==> src/rtl/keypad_scanner.sv <==
// 4x4 active-low matrix keypad scanner with press/release debounce and hex key output.
// Optional auto-repeat while a key is held: define KEY_REPEAT_EN (adds REPEAT_CYCLES).
module keypad_scanner #(
  parameter int unsigned SCAN_DIV        = 12000,
  parameter int unsigned DEBOUNCE_CYCLES = 240000
`ifdef KEY_REPEAT_EN
  ,
  parameter int unsigned REPEAT_CYCLES   = 6000000
`endif
) (
  input  logic       clk,
  input  logic       reset_n,
  input  logic [3:0] rows,
  output logic [3:0] cols,
  output logic [3:0] key,
  output logic       key_valid,
  output logic       key_held
);

  localparam int unsigned DIV_W = (SCAN_DIV > 1) ? $clog2(SCAN_DIV) : 1;
  localparam int unsigned DB_W  = (DEBOUNCE_CYCLES > 1) ? $clog2(DEBOUNCE_CYCLES) : 1;
  localparam logic [DIV_W-1:0] DIV_LAST = DIV_W'(SCAN_DIV - 1);
  localparam logic [DIV_W-1:0] DIV_ZERO = {DIV_W{1'b0}};
  localparam logic [DIV_W-1:0] DIV_ONE  = DIV_W'(1);
  localparam logic [DB_W-1:0]  DB_LAST  = DB_W'(DEBOUNCE_CYCLES - 1);
  localparam logic [DB_W-1:0]  DB_ZERO  = {DB_W{1'b0}};
  localparam logic [DB_W-1:0]  DB_ONE   = DB_W'(1);
`ifdef KEY_REPEAT_EN
  localparam int unsigned REP_W = (REPEAT_CYCLES > 1) ? $clog2(REPEAT_CYCLES) : 1;
  localparam logic [REP_W-1:0] REP_LAST = REP_W'(REPEAT_CYCLES - 1);
  localparam logic [REP_W-1:0] REP_ZERO = {REP_W{1'b0}};
  localparam logic [REP_W-1:0] REP_ONE  = REP_W'(1);
`endif

  typedef enum logic [1:0] {
    ST_SCAN     = 2'd0,
    ST_PRESS_DB = 2'd1,
    ST_HELD     = 2'd2,
    ST_REL_DB   = 2'd3
  } state_t;

  state_t           state_r, state_s;
  logic [1:0]       col_r, col_s;
  logic [1:0]       row_r, row_s;
  logic [DIV_W-1:0] div_r, div_s;
  logic [DB_W-1:0]  db_cnt_r, db_cnt_s;
  logic [3:0]       key_r, key_s;
  logic             key_valid_r, key_valid_s;
  logic             key_held_r, key_held_s;
  logic [3:0]       cols_r, cols_s;
  logic [3:0]       rows_meta_r, rows_sync_r;
  logic             row_high_s;
`ifdef KEY_REPEAT_EN
  logic [REP_W-1:0] rep_cnt_r, rep_cnt_s;
`endif

  // Lowest-index low row wins when several keys share the scanned column.
  function automatic logic [1:0] lowest_low(input logic [3:0] v);
    logic [1:0] idx;
    if (!v[0]) begin
      idx = 2'd0;
    end else if (!v[1]) begin
      idx = 2'd1;
    end else if (!v[2]) begin
      idx = 2'd2;
    end else begin
      idx = 2'd3;
    end
    return idx;
  endfunction

  function automatic logic [3:0] key_map(input logic [1:0] r, input logic [1:0] c);
    logic [3:0] code;
    case ({r, c})
      4'h0: code = 4'h1;
      4'h1: code = 4'h2;
      4'h2: code = 4'h3;
      4'h3: code = 4'hA;
      4'h4: code = 4'h4;
      4'h5: code = 4'h5;
      4'h6: code = 4'h6;
      4'h7: code = 4'hB;
      4'h8: code = 4'h7;
      4'h9: code = 4'h8;
      4'hA: code = 4'h9;
      4'hB: code = 4'hC;
      4'hC: code = 4'hE;
      4'hD: code = 4'h0;
      4'hE: code = 4'hF;
      4'hF: code = 4'hD;
      default: code = 4'h0;
    endcase
    return code;
  endfunction

  // Two-flop synchronizer for the asynchronous row lines.
  always_ff @(posedge clk or negedge reset_n) begin
    if (!reset_n) begin
      rows_meta_r <= 4'b1111;
      rows_sync_r <= 4'b1111;
    end else begin
      rows_meta_r <= rows;
      rows_sync_r <= rows_meta_r;
    end
  end

  assign row_high_s = rows_sync_r[row_r];

  // Next-state and next-output logic for the scan/debounce FSM.
  always_comb begin
    state_s     = state_r;
    col_s       = col_r;
    row_s       = row_r;
    div_s       = div_r;
    db_cnt_s    = db_cnt_r;
    key_s       = key_r;
    key_valid_s = 1'b0;
    key_held_s  = key_held_r;
`ifdef KEY_REPEAT_EN
    rep_cnt_s   = rep_cnt_r;
`endif
    case (state_r)
      ST_SCAN: begin
        key_held_s = 1'b0;
        if (div_r == DIV_LAST) begin
          div_s = DIV_ZERO;
          if (rows_sync_r != 4'b1111) begin
            row_s    = lowest_low(rows_sync_r);
            db_cnt_s = DB_ZERO;
            state_s  = ST_PRESS_DB;
          end else begin
            col_s = col_r + 2'd1;
          end
        end else begin
          div_s = div_r + DIV_ONE;
        end
      end
      ST_PRESS_DB: begin
        if (row_high_s) begin
          state_s = ST_SCAN;
          col_s   = col_r + 2'd1;
          div_s   = DIV_ZERO;
        end else if (db_cnt_r == DB_LAST) begin
          key_s       = key_map(row_r, col_r);
          key_valid_s = 1'b1;
          key_held_s  = 1'b1;
          state_s     = ST_HELD;
`ifdef KEY_REPEAT_EN
          rep_cnt_s   = REP_ZERO;
`endif
        end else begin
          db_cnt_s = db_cnt_r + DB_ONE;
        end
      end
      ST_HELD: begin
        key_held_s = 1'b1;
        if (row_high_s) begin
          state_s  = ST_REL_DB;
          db_cnt_s = DB_ZERO;
`ifdef KEY_REPEAT_EN
          rep_cnt_s = REP_ZERO;
`endif
        end else begin
`ifdef KEY_REPEAT_EN
          // Repeat period is measured only over uninterrupted time in HELD.
          if (rep_cnt_r == REP_LAST) begin
            key_valid_s = 1'b1;
            rep_cnt_s   = REP_ZERO;
          end else begin
            rep_cnt_s = rep_cnt_r + REP_ONE;
          end
`else
          state_s = ST_HELD;
`endif
        end
      end
      ST_REL_DB: begin
        if (!row_high_s) begin
          state_s = ST_HELD;
`ifdef KEY_REPEAT_EN
          rep_cnt_s = REP_ZERO;
`endif
        end else if (db_cnt_r == DB_LAST) begin
          key_held_s = 1'b0;
          col_s      = col_r + 2'd1;
          div_s      = DIV_ZERO;
          state_s    = ST_SCAN;
        end else begin
          db_cnt_s = db_cnt_r + DB_ONE;
        end
      end
      default: begin
        state_s    = ST_SCAN;
        col_s      = 2'd0;
        div_s      = DIV_ZERO;
        db_cnt_s   = DB_ZERO;
        key_held_s = 1'b0;
      end
    endcase
    cols_s = ~(4'b0001 << col_s);
  end

  // FSM, counters and registered outputs.
  always_ff @(posedge clk or negedge reset_n) begin
    if (!reset_n) begin
      state_r     <= ST_SCAN;
      col_r       <= 2'd0;
      row_r       <= 2'd0;
      div_r       <= DIV_ZERO;
      db_cnt_r    <= DB_ZERO;
      key_r       <= 4'h0;
      key_valid_r <= 1'b0;
      key_held_r  <= 1'b0;
      cols_r      <= 4'b1110;
    end else begin
      state_r     <= state_s;
      col_r       <= col_s;
      row_r       <= row_s;
      div_r       <= div_s;
      db_cnt_r    <= db_cnt_s;
      key_r       <= key_s;
      key_valid_r <= key_valid_s;
      key_held_r  <= key_held_s;
      cols_r      <= cols_s;
    end
  end

`ifdef KEY_REPEAT_EN
  // Auto-repeat counter, present only in repeat builds.
  always_ff @(posedge clk or negedge reset_n) begin
    if (!reset_n) begin
      rep_cnt_r <= REP_ZERO;
    end else begin
      rep_cnt_r <= rep_cnt_s;
    end
  end
`endif

  assign cols      = cols_r;
  assign key       = key_r;
  assign key_valid = key_valid_r;
  assign key_held  = key_held_r;

endmodule

==> config.mk <==
export PLATFORM = sky130hd
export DESIGN_NAME = keypad_scanner
export DESIGN_NICKNAME = d
export VERILOG_FILES = /design/src/rtl/keypad_scanner.sv
export SDC_FILE = /design/constraint.sdc
export NUM_CORES = 1
export LEC_CHECK = 0
export BUFFER_PORTS_ARGS = -buffer_cell sky130_fd_sc_hd__buf_2
export CORE_MARGIN = 2
export CORE_UTILIZATION = 65
export DETAILED_ROUTE_END_ITERATION = 6
export PLACE_DENSITY = 0.89
export SETUP_SLACK_MARGIN = 0.3
export SYNTH_ARGS = -nofsm -noshare
export SYNTH_HDL_FRONTEND = slang
export SYNTH_SLANG_ARGS = --single-unit
==> constraint.sdc <==
create_clock -name clk -period 4.5 [get_ports clk]
set_clock_uncertainty 0.15 [all_clocks]
set_input_delay 0.9 -clock clk [delete_from_list [all_inputs] [get_ports clk]]
set_output_delay 0.9 -clock clk [all_outputs]
set_load 0.02 [all_outputs]
* Word-level counts from Yosys, hierarchy flattened *
Memories as Yosys holds them, arrays and structs flattened. A register that Yosys moved wholly into a read port is not among the register bits.
Cells that the tools add are included.

storage, ports and cells
  register bits = 52
  ROM bits = 64
  input bits = 6
  output and inout bits = 10
  logic and storage cells = 82
  memories = 1

memory list
  memory            depth  width  rd ports  clocked after Yosys merged registers in  wr ports  line  source
  (name not given)  16     4      1         1                                        0         74    case ({r, c})

cells by class
  add/subtract/negate cells = 3
  order comparisons = 1
  eq/ne operators = 16
  shift-type cells = 1
  multiplexer cells = 39
  bitwise gates (word level) = 2
  reduce and logical (&&, ||, !) cells = 9

operators with widths
  cell                                                                          number
  18-bit 2-to-1 mux                                                             6
  18-bit one-hot mux with 4 select lines                                        1
  14-bit 2-to-1 mux                                                             4
  14-bit one-hot mux with 3 select lines                                        1
  2-bit 2-to-1 mux                                                              13
  18-bit by 1-bit adder with 18-bit output, second input constant               1
  18-bit == test, second input constant                                         1
  2-bit != test, second input constant                                          8
  14-bit by 1-bit adder with 14-bit output, second input constant               1
  14-bit == test, second input constant                                         1
  4-bit AND reduction                                                           3
  1-bit 2-to-1 mux                                                              10
  2-bit one-hot mux with 4 select lines                                         1
  3-bit != test, second input constant                                          2
  2-bit one-hot mux with 3 select lines                                         1
  3-bit AND reduction                                                           2
  5-bit AND reduction                                                           1
  2-bit == test, second input constant                                          2
  4-bit != test, second input constant                                          1
  4-bit NOT                                                                     1
  1-bit one-hot mux with 4 select lines                                         1
  1-bit by 2-bit left shift with 4-bit output, first input constant             1
  2-bit by 3-bit less-than comparator with 1-bit output, second input constant  1
  3-bit nonzero test                                                            1
  other kinds (6)                                                               6

* Longest topological paths before layout *
Gate-level depths: netlist (run 1).

  depth in word-level cells = 6
  gate-level depth with buffers = 10
  mapped depth without buffers = 8

* Least setup slack after synthesis (run 1) *
No wires, ideal clock.

  path type = register to register
  from = register div_r[5]
  to = register db_cnt_r[0]
  setup time = 125 ps
  arrival = 2281 ps
  required time = 4225 ps
  setup slack = 1945 ps
  stages on the path, launching flop included = 8
  buffers on the path = 1
  clock period less this slack = 2555 ps
  path through = dfrtp_1 or4b_1 or4_4 o21ai_2 o221ai_1 buf_2 nor2_1 mux2_2

between the ends
  cells in the longest elaborated chain, start to end = 3

ends and longest elaborated chain
  item                                  line  source
  start, declared                       45    logic [DIV_W-1:0] div_r, div_s;
  start signal, assigned                219   div_r <= div_s;
  14-bit == test                        125   if (div_r == DIV_LAST) begin
  2-bit != test (no source line)        -
  5-bit AND reduction (no source line)  -
  end signal, assigned                  220   db_cnt_r <= db_cnt_s;
  end, declared                         46    logic [DB_W-1:0] db_cnt_r, db_cnt_s;

No other way between the ends.
A chain may end at the register's enable or synchronous reset.

* Worst setup path after layout (run 1) *
  from = register div_r[0]
  to = register db_cnt_r[14]

Same word-level chain as after synthesis.

==> metrics.txt, run 1 <==
status finished clean; DRC 0; final slew viol count 0; Hold WC Path Type register to register; commonest non-fill, non-tap cell in the layout o21ai_0; Core Util, Final 73.6%; Critical Path Fanout Max 13; CTS H-tree depth 2; hpwl dp roughly 4.5 mm; Critical path origin div_r[0]$_DFFE_PN0P_; worst flop-to-flop path startpoint div_r[0]$_DFFE_PN0P_; Vias 2627; leak pwr 1.35 nW; post-synthesis cell area roughly 3100 µm²; setup TNS 0 ns; FP Rows 24; routability cong. 0.917; Mapped Cells about 340; critical path capture point type register; Clock transition at path regs 0.11 ns; Routed Antenna Nets 0; ys async rst share 100%; pre-CTS WS between 1 and 1.5 ns; CTS tree done; Hold Violations, Final 0; clock latency on the worst-skew pair 0.32 ns; Pwr Density 251 nW/µm²; Syn Nets 353; min cycle time layout 3.22 ns; Arr. time, crit path 3.29 ns; initial antenna violation count 0; Avg Inst Size Synth around 9 µm²; WHS 0.214 ns; Die X 72.7 µm; Main synth FF type dfrtp_1; RSZ-0062 raised after global routing no; Ant. Diodes 0; Crit-path slowest cell or4_4; final wirelength 6.49 mm; setup bufs post-CTS 0; share of post-route cells with drive strength above 1 13.8%; register area share after synthesis 46.1%; post-synthesis cell type count 51; area growth from synthesis to layout 6.69%; f_max 0.311 GHz; yosys warns 0; clock root cell clkbuf_8; Resized cells post-CTS 0; Clock Sinks 56; final setup violation count 0; ratio of final minimum period to clock period a little under three quarters; Avg WL per Cell 16.2 µm; first-pass GRT wire length 11.0 mm; flops & latches, synth 56; vias per inst roughly 6.6; clock buffer count from CTS 5; CP Class register to register; maxcap violations 0; Worst Path Required 4.57 ns; Tightest Pin Transition 1.00 ns; top-level port count 16; CP max stage delay 0.64 ns; DP Area around 3200 µm²; most frequent cells in the layout o21ai_0 (47), dfrtp_1 (45), nand2_1 (39), nor2_1 (23), nand3_1 (19); vias in the first global route 2378; GRT Total Usage 26.6%; Startpoint Class register; critical path, cell by cell ha_1 > nand3_1 > or4_4 > o21ai_2 > o2111ai_1 > or3_4 > o41ai_2; number of synthesized flops with an enable pin 0; Die Ht 72.7 µm; clk buf depth 2; largest delay contributor family on the critical path simple AND/OR/NAND/NOR gates; final instance area 3270 µm²; Worst VDD drop about 0.20 mV; largest net degree at the start of global routing 37; post-route setup slack 1.28 ns; Hold Crit Start rows_meta_r[1]$_DFF_PN1_; Port Buffers 15; GRT overflow 0; CP Buf/Inv Count 0; nets@finish 364; router iterations before antenna repair 5; die area approximately 5300 µm²; Initial Util 69.0%; core box area approximately 4400 µm²; First DRT Iteration DRCs 229; Slew Limit Headroom 33.0%; hold_buf cts 0
[path summary, 6_finish.rpt]
kind	to	slack (ns)	cells after the start
setup / recovery	db_cnt_r[14]$_DFFE_PN0P_	1.28	7
hold / removal	rows_sync_r[1]$_DFF_PN1_	0.21	0
setup reg to reg	db_cnt_r[14]$_DFFE_PN0P_	1.28	7
hold reg to reg	rows_sync_r[1]$_DFF_PN1_	0.21	0
max in group asynchronous	rows_sync_r[0]$_DFF_PN1_	3.00	2
min in group asynchronous	db_cnt_r[13]$_DFFE_PN0P_	0.37	1
[layer usage]
metal / vias up / track usage, % / share of wire, %
met5: - / 0 / 0
met4: 0 / 9.47 / 1.5
met3: 11 / 4.28 / 5.8
met2: 104 / 43.2 / 49
met1: 1247 / 36.4 / 44
li1: 1265 / - / -
[cell usage after synthesis, drive strengths merged, types with 3 or more instances]
cell,n,area [µm²]
and3,3,18.8
nand2b,6,37.5
nor3,11,55.1
or3,3,23.8
mux2i,5,50.1
clkbuf,12,45.0
ha,11,138
o21a,3,22.5
o21ai,51,259
nand3,19,95.1
a21oi,9,45.0
inv,13,48.8
o31ai,10,75.1
o41ai,10,95.1
a31oi,7,43.8
dfstp,11,289
dfrtp,45,1130
nand4,6,37.5
nor4,3,18.8
buf,3,15.0
nor2,23,86.3
nand2,39,146
[power by group]
group / total, mW / internal (mW) / switching, mW
Sequential: 0.512 / 0.510 / 0.00210
Clock: 0.293 / 0.115 / 0.178
Combinational: 0.0157 / 0.00322 / 0.0124
Total: 0.820 / 0.628 / 0.192
[per-stage QoR]
stage                     cells  total power, mW
final                       400            0.820
after detailed placement    392            0.538
after floorplan             336            0.524
after CTS                   400            0.823
after global placement      392            0.537
after global routing        400            0.846
[kinds of logic after synthesis]
logic type | after synthesis | synth area share [%]
buf+inv | 28 | 3.55
fa+ha+maj | 11 | 4.49
flops | 56 | 46.1
simple gates | 127 | 20.6
mux | 8 | 3.10
compound gates | 106 | 22.2
[final cells by class]
| cell class | instances | area, µm² |
|---|---|---|
| Inverter | 13 | 48.8 |
| Multi-Input combinational cell | 252 | 1540 |
| Tap cell | 52 | 65.1 |
| Clock buffer | 5 | 68.8 |
| Timing Repair Buffer | 19 | 105 |
| Fill cell | 311 | 1170 |
| Clock inverter | 3 | 26.3 |
| Sequential cell | 56 | 1420 |
[state kept, by name, indices dropped and copies added (netlist names), named ones only]
| register | flops |
|---|---|
| col_r | 2 |
| cols | 4 |
| db_cnt_r | 18 |
| div_r | 14 |
| key | 4 |
| key_held | 1 |
| key_valid | 1 |
| row_r | 2 |
| rows_meta_r | 4 |
| rows_sync_r | 4 |
| state_r | 1 |
No activity file was read; power rests on OpenSTA's default activity.
==> inputs of run 2 (changes only) <==
Settings changed: CORE_UTILIZATION 65 to 55, PLACE_DENSITY 0.89 to 0.81.
Clock period 4.5 ns to 2.7 ns, I/O delays scaled along.
==> metrics.txt, run 2 (synthesized netlist as in run 1, its figures left out) <==
status finished clean (unchanged); core box area 5440 µm² (was 4440 µm²); Clock Sinks 56 (unchanged); M1 wire length 3.22 mm (was 2.84 mm); Hold Violations, Final 0 (unchanged); Avg WL per Cell 17.1 µm (was 16.2 µm); most frequent cells in the layout dfrtp_1 (44), nand2_1 (37), buf_4 (34), o21ai_0 (32), nor2_1 (20) (was o21ai_0 (47), dfrtp_1 (45), nand2_1 (39), nor2_1 (23), nand3_1 (19)); Die X 78.7 µm (was 72.7 µm); critical path, cell by cell or4b_4 > or4_4 > o21ai_4 > o2111ai_2 > or3_4 > o41ai_2 (was ha_1 > nand3_1 > or4_4 > o21ai_2 > o2111ai_1 > or3_4 > o41ai_2); met3 wire len 425 µm (was 376 µm); top layer in use met4 (unchanged); die area 6190 µm² (was 5280 µm²); router iterations before antenna repair 5 (unchanged); setup TNS 0 ns (unchanged); area growth from synthesis to layout 23.1% (was 6.69%); final slew viol count 0 (unchanged); Die Ht 78.7 µm (was 72.7 µm); routability cong. 0.878 (was 0.917); hpwl dp 4.73 mm (was 4.53 mm); Worst Path Required 2.77 ns (was 4.57 ns); final setup violation count 0 (unchanged); Hold Crit Start rows[0] (was rows_meta_r[1]$_DFF_PN1_); Detail Route met2 WL 3.99 mm (was 3.17 mm); CP Class register to register (unchanged); largest delay contributor family on the critical path simple AND/OR/NAND/NOR gates (unchanged); Hold WC Path Type primary input to register (was register to register); Startpoint Class register (unchanged); worst flop-to-flop path startpoint div_r[8]$_DFFE_PN0P_ (was div_r[0]$_DFFE_PN0P_); clock latency on the worst-skew pair 0.32 ns (about the same); clk buf depth 2 (unchanged); commonest non-fill, non-tap cell in the layout dfrtp_1 (was o21ai_0); sequential cell area 1420 µm² (about the same); Clock transition at path regs 0.11 ns (about the same); First DRT Iteration DRCs 286 (was 229); reg-to-reg slack, setup 0.12 ns (was 1.28 ns); Pwr Density 358 nW/µm² (was 251 nW/µm²); clock root cell clkbuf_8 (unchanged); Worst VDD drop 0.268 mV (was 0.199 mV); pre-CTS WS 0.0795 ns (was 1.28 ns); Fill cells 383 (was 311); max reg flops 18 (unchanged); Crit-path slowest cell or4b_4 (was or4_4); largest net degree at the start of global routing 57 (was 37); final wirelength 7.79 mm (was 6.49 mm); nets@finish 399 (was 364); f_max 0.387 GHz (was 0.311 GHz); vias in the first global route 2582 (was 2378); Ant. Diodes 0 (unchanged); Hold Path Depth 1 (was 0); RR Endpoint db_cnt_r[14]$_DFFE_PN0P_ (unchanged); ratio of final minimum period to clock period 95.7% (was 71.5%); FP Rows 27 (was 24); DRC 0 (unchanged); Int Pwr 1.05 mW (was 0.628 mW); CTS H-tree depth 2 (unchanged); top flop regs db_cnt_r (18), div_r (14) (unchanged); Slew Limit Headroom 53.5% (was 33.0%); GRT overflow 0 (unchanged); Worst R2R Path Depth 6 (was 7); critical path capture point type register (unchanged); DP Area 3350 µm² (was 3180 µm²); Reg power frac 63.2% (was 62.4%); WHS Endpoint rows_meta_r[0]$_DFF_PN1_ (was rows_sync_r[1]$_DFF_PN1_); CP Buf/Inv Count 0 (unchanged); net switching share of the total power 22.5% (was 23.5%); GRT Total Usage 25.1% (was 26.6%); Critical Path Fanout Max 3 (was 13); share of post-route cells with drive strength above 1 30.3% (was 13.8%); Largest Register db_cnt_r (unchanged); top-level port count 16 (unchanged); maxcap violations 0 (unchanged); Port Buffers 15 (unchanged); sw power 0.304 mW (was 0.192 mW); Arr. time, crit path 2.65 ns (was 3.29 ns); final instance area 3770 µm² (was 3270 µm²); Routed Antenna Nets 0 (unchanged); post-route setup slack 0.117 ns (was 1.28 ns); clock buffer count from CTS 5 (unchanged); first-pass GRT wire length 12.2 mm (was 11.0 mm); combinational share of power 2.6% (was 1.9%); CP max stage delay 0.54 ns (was 0.64 ns); leak pwr 1.58 nW (was 1.35 nW); vias per inst 6.30 (was 6.57); Vias 2868 (was 2627); Clk pwr share 34.2% (was 35.7%); RSZ-0062 raised after global routing yes (was no); CTS tree done (unchanged); Initial Util 56.4% (was 69.0%); min cycle time layout 2.58 ns (was 3.22 ns); Tightest Pin Transition 0.697 ns (was 1.00 ns); multi-input logic area 1740 µm² (was 1540 µm²); initial antenna violation count 0 (unchanged)
## run 2: stage by stage
step / hold slack [ns] / power [mW] / instances / util (%)
floorplan: 0.0944 / 0.873 / 336 / -
global placement: 0.195 / 0.895 / 427 / 61.5
detailed placement: 0.197 / 0.897 / 427 / 61.5
CTS: 0.155 / 1.36 / 444 / 65.7
global route: 0.144 / 1.40 / 455 / 69.4
finish: 0.160 / 1.35 / 455 / 69.4
## run 2: worst max path at each step
| stage | from | endpoint | slack (ns) | cells past startpoint |
|---|---|---|---|---|
| after floorplan | div_r[8]$_DFFE_PN0P_ | db_cnt_r[14]$_DFFE_PN0P_ | 0.17 | 6 |
| after global placement | div_r[8]$_DFFE_PN0P_ | db_cnt_r[3]$_DFFE_PN0P_ | 0.14 | 6 |
| after detailed placement | db_cnt_r[10]$_DFFE_PN0P_ | db_cnt_r[17]$_DFFE_PN0P_ | 0.08 | 7 |
| after CTS | div_r[8]$_DFFE_PN0P_ | db_cnt_r[14]$_DFFE_PN0P_ | 0.13 | 6 |
| after global routing | db_cnt_r[14]$_DFFE_PN0P_ | db_cnt_r[1]$_DFFE_PN0P_ | 0.04 | 7 |
| final | div_r[8]$_DFFE_PN0P_ | db_cnt_r[14]$_DFFE_PN0P_ | 0.12 | 6 |
## run 2: per-layer routing
metal,vias to the layer above,global-route usage [%]
li1,1334,-
met1,1413,32.7
met2,106,41.0
met3,15,5.40
met4,0,9.65
met5,-,0
## run 2: what timing repair did
action | in CTS | in global routing
pin swaps | 6 | 11
gates cloned | 1 | 1
setup endpoints to repair | 30 | 41
hold buffers | 0 | 0
hold endpoints to repair | 0 | 0
resized for setup | 25 | 35
setup buffers | 8 | 10
## run 2: power groups by stage
stage | Clock [mW] | Sequential [mW] | Combinational (mW)
2_1_floorplan | 0 | 0.867 | 0.00585
4_1_cts | 0.471 | 0.852 | 0.0331
3_5_place_dp | 0 | 0.868 | 0.0284
6_report | 0.462 | 0.853 | 0.0353
5_1_grt | 0.503 | 0.854 | 0.0400
3_3_place_gp | 0 | 0.868 | 0.0274
## run 2: area by class of cell
cell class / instances / share of cell area, %
timing repair buffer: 54 / 10.2
clock buffer: 6 / 1.92
clock inverter: 2 / 0.431
inverter: 13 / 1.29
sequential: 56 / 37.5
multi-input combinational: 252 / 46.2
tap: 72 / 2.39
## run 2: worst register-to-register path, cell delays in order, from the launching register on
cell and delay, ns:
dfrtp_1 0.39, or4b_4 0.54, or4_4 0.45, o21ai_4 0.21, o2111ai_2 0.16, or3_4 0.37, o41ai_2 0.22
==> inputs of run 3 (changes only) <==
Settings changed: BUFFER_PORTS_ARGS -buffer_cell sky130_fd_sc_hd__buf_2 to -buffer_cell sky130_fd_sc_hd__clkbuf_2, GPL_TIMING_DRIVEN set to 1.
==> metrics.txt, run 3 (synthesized netlist as in run 1, its figures left out) <==
status finished clean (unchanged); RR Endpoint db_cnt_r[14]$_DFFE_PN0P_ (unchanged); CP Class register to register (unchanged); non-filler cells in the finished layout 446 (was 455); GRT overflow 0 (unchanged); core box area 5440 µm² (unchanged); multi-input logic area 1780 µm² (was 1740 µm²); ratio of final minimum period to clock period 95.5% (was 95.7%); hold_buf cts 0 (unchanged); router iterations before antenna repair 5 (unchanged); max reg flops 18 (unchanged); top-level port count 16 (unchanged); routability cong. 0.862 (was 0.878); Fill cells 400 (was 383); Startpoint Class register (unchanged); initial antenna violation count 0 (unchanged); Pwr Density 364 nW/µm² (was 358 nW/µm²); Hold WC Path Type primary input to async pin (was primary input to register); share of post-route cells with drive strength above 1 29.7% (was 30.3%); Die Ht 78.7 µm (unchanged); Port Buffers 15 (unchanged); vias in the first global route 2653 (was 2582); FP Rows 27 (unchanged); Vias 2765 (was 2868); Worst Path Required 2.76 ns (was 2.77 ns); Clock Sinks 56 (unchanged); First DRT Iteration DRCs 257 (was 286); nets@finish 390 (was 399); Clock transition at path regs 0.10 ns (was 0.11 ns); clock buffer count from CTS 5 (unchanged); critical path capture point type register (unchanged); Hold Violations, Final 0 (unchanged); commonest non-fill, non-tap cell in the layout dfrtp_1 (unchanged); Worst R2R Path Depth 6 (unchanged); critical path capture point db_cnt_r[14]$_DFFE_PN0P_ (unchanged); Avg WL per Cell 16.6 µm (was 17.1 µm); CTS tree done (unchanged); final setup violation count 0 (unchanged); Routed Antenna Nets 0 (unchanged); final slew viol count 0 (unchanged); Arr. time, crit path 2.64 ns (was 2.65 ns); die area 6190 µm² (unchanged); reg-to-reg slack, setup 0.12 ns (about the same); Initial Util 56.4% (unchanged); WHS 0.0684 ns (was 0.160 ns); DRC 0 (unchanged); first-pass GRT wire length 12.2 mm (about the same); setup TNS 0 ns (unchanged); total power 1.36 mW (was 1.35 mW); RSZ-0062 raised after global routing yes (unchanged); Largest Register db_cnt_r (unchanged); largest net degree at the start of global routing 57 (unchanged); number of cells after detailed placement 428 (was 427); most frequent cells in the layout dfrtp_1 (45), nand2_1 (37), o21ai_0 (34), buf_4 (25) (was dfrtp_1 (44), nand2_1 (37), buf_4 (34), o21ai_0 (32), nor2_1 (20)); Tightest Pin Transition 0.439 ns (was 0.697 ns); top flop regs db_cnt_r (18), div_r (14) (unchanged); GRT Total Usage 24.9% (was 25.1%); clock root cell clkbuf_8 (unchanged); Worst VDD drop 0.244 mV (was 0.268 mV); CTS H-tree depth 2 (unchanged); Critical path origin div_r[8]$_DFFE_PN0P_ (unchanged); area growth from synthesis to layout 22.3% (was 23.1%); maxcap violations 0 (unchanged); Die X 78.7 µm (unchanged); Ant. Diodes 0 (unchanged); clk buf depth 2 (unchanged); hpwl dp 4.73 mm (about the same); final wirelength 7.39 mm (was 7.79 mm); leak pwr 1.57 nW (was 1.58 nW); vias per inst 6.20 (was 6.30); clock latency on the worst-skew pair 0.31 ns (was 0.32 ns); min cycle time layout 2.58 ns (about the same); Critical Path Fanout Max 3 (unchanged); Slew Limit Headroom 70.7% (was 53.5%); worst flop-to-flop path startpoint div_r[8]$_DFFE_PN0P_ (unchanged); f_max 0.388 GHz (was 0.387 GHz); sequential cell area 1420 µm² (about the same)
==> run 3: per-stage QoR <==
step | cell area (µm²) | util, % | setup WS [ns]
2_1_floorplan | 3110 | - | 0.169
3_3_place_gp | 3370 | 61.9 | 0.162
3_5_place_dp | 3370 | 61.9 | 0.0928
4_1_cts | 3660 | 67.3 | 0.130
5_1_grt | 3750 | 68.9 | 0.0737
6_report | 3750 | 68.9 | 0.123
==> run 3: final cells by class <==
type                    instances  area share (%)
clock buffers                   6            2.20
clock inverters                 2           0.267
inverters                      13            1.30
multi-input cells             252            47.3
flip-flops and latches         56            37.7
well taps                      72            2.40
repair buffers                 45            8.74
==> run 3: repair_timing <==
item,4_1_cts,5_1_grt
gates cloned,1,0
gates resized for setup,45,15
pin swaps,12,2
setup endpoints to repair,37,41
buffers inserted,7,2
endpoints found under the hold margin,0,0
==> run 3: critical path: stages (launching register included) <==
cell and delay (ns):
dfrtp_1 0.40, or4b_4 0.54, or4_4 0.45, o21ai_4 0.20
o2111ai_2 0.16, or3_4 0.38, o41ai_2 0.20
==> run 3: where the power goes <==
group | switching (mW) | internal [mW] | total, mW
Combinational | 0.0241 | 0.0112 | 0.0354
Sequential | 0.00297 | 0.849 | 0.852
Clock | 0.272 | 0.206 | 0.477
==> run 3: how the worst min path moves through the flow <==
stage                                        start                       end  slack (ns)  cells past startpoint
after floorplan                            reset_n                 async pin        0.09                      0
after global placement    rows_meta_r[0]$_DFF_PN1_  rows_sync_r[0]$_DFF_PN1_        0.20                      0
after detailed placement  rows_meta_r[2]$_DFF_PN1_  rows_sync_r[2]$_DFF_PN1_        0.20                      0
after CTS                                  reset_n  db_cnt_r[11]$_DFFE_PN0P_        0.08                      2
after global routing                       reset_n   db_cnt_r[7]$_DFFE_PN0P_        0.11                      2
final                                      reset_n  db_cnt_r[11]$_DFFE_PN0P_        0.07                      2
==> run 3: layer usage <==
metal	GRT usage (%)	vias up	wire length (µm)
li1	-	1319	-
met1	31.6	1348	3080
met2	42.9	88	3810
met3	4.37	10	395
met4	8.25	0	103
met5	0	-	0
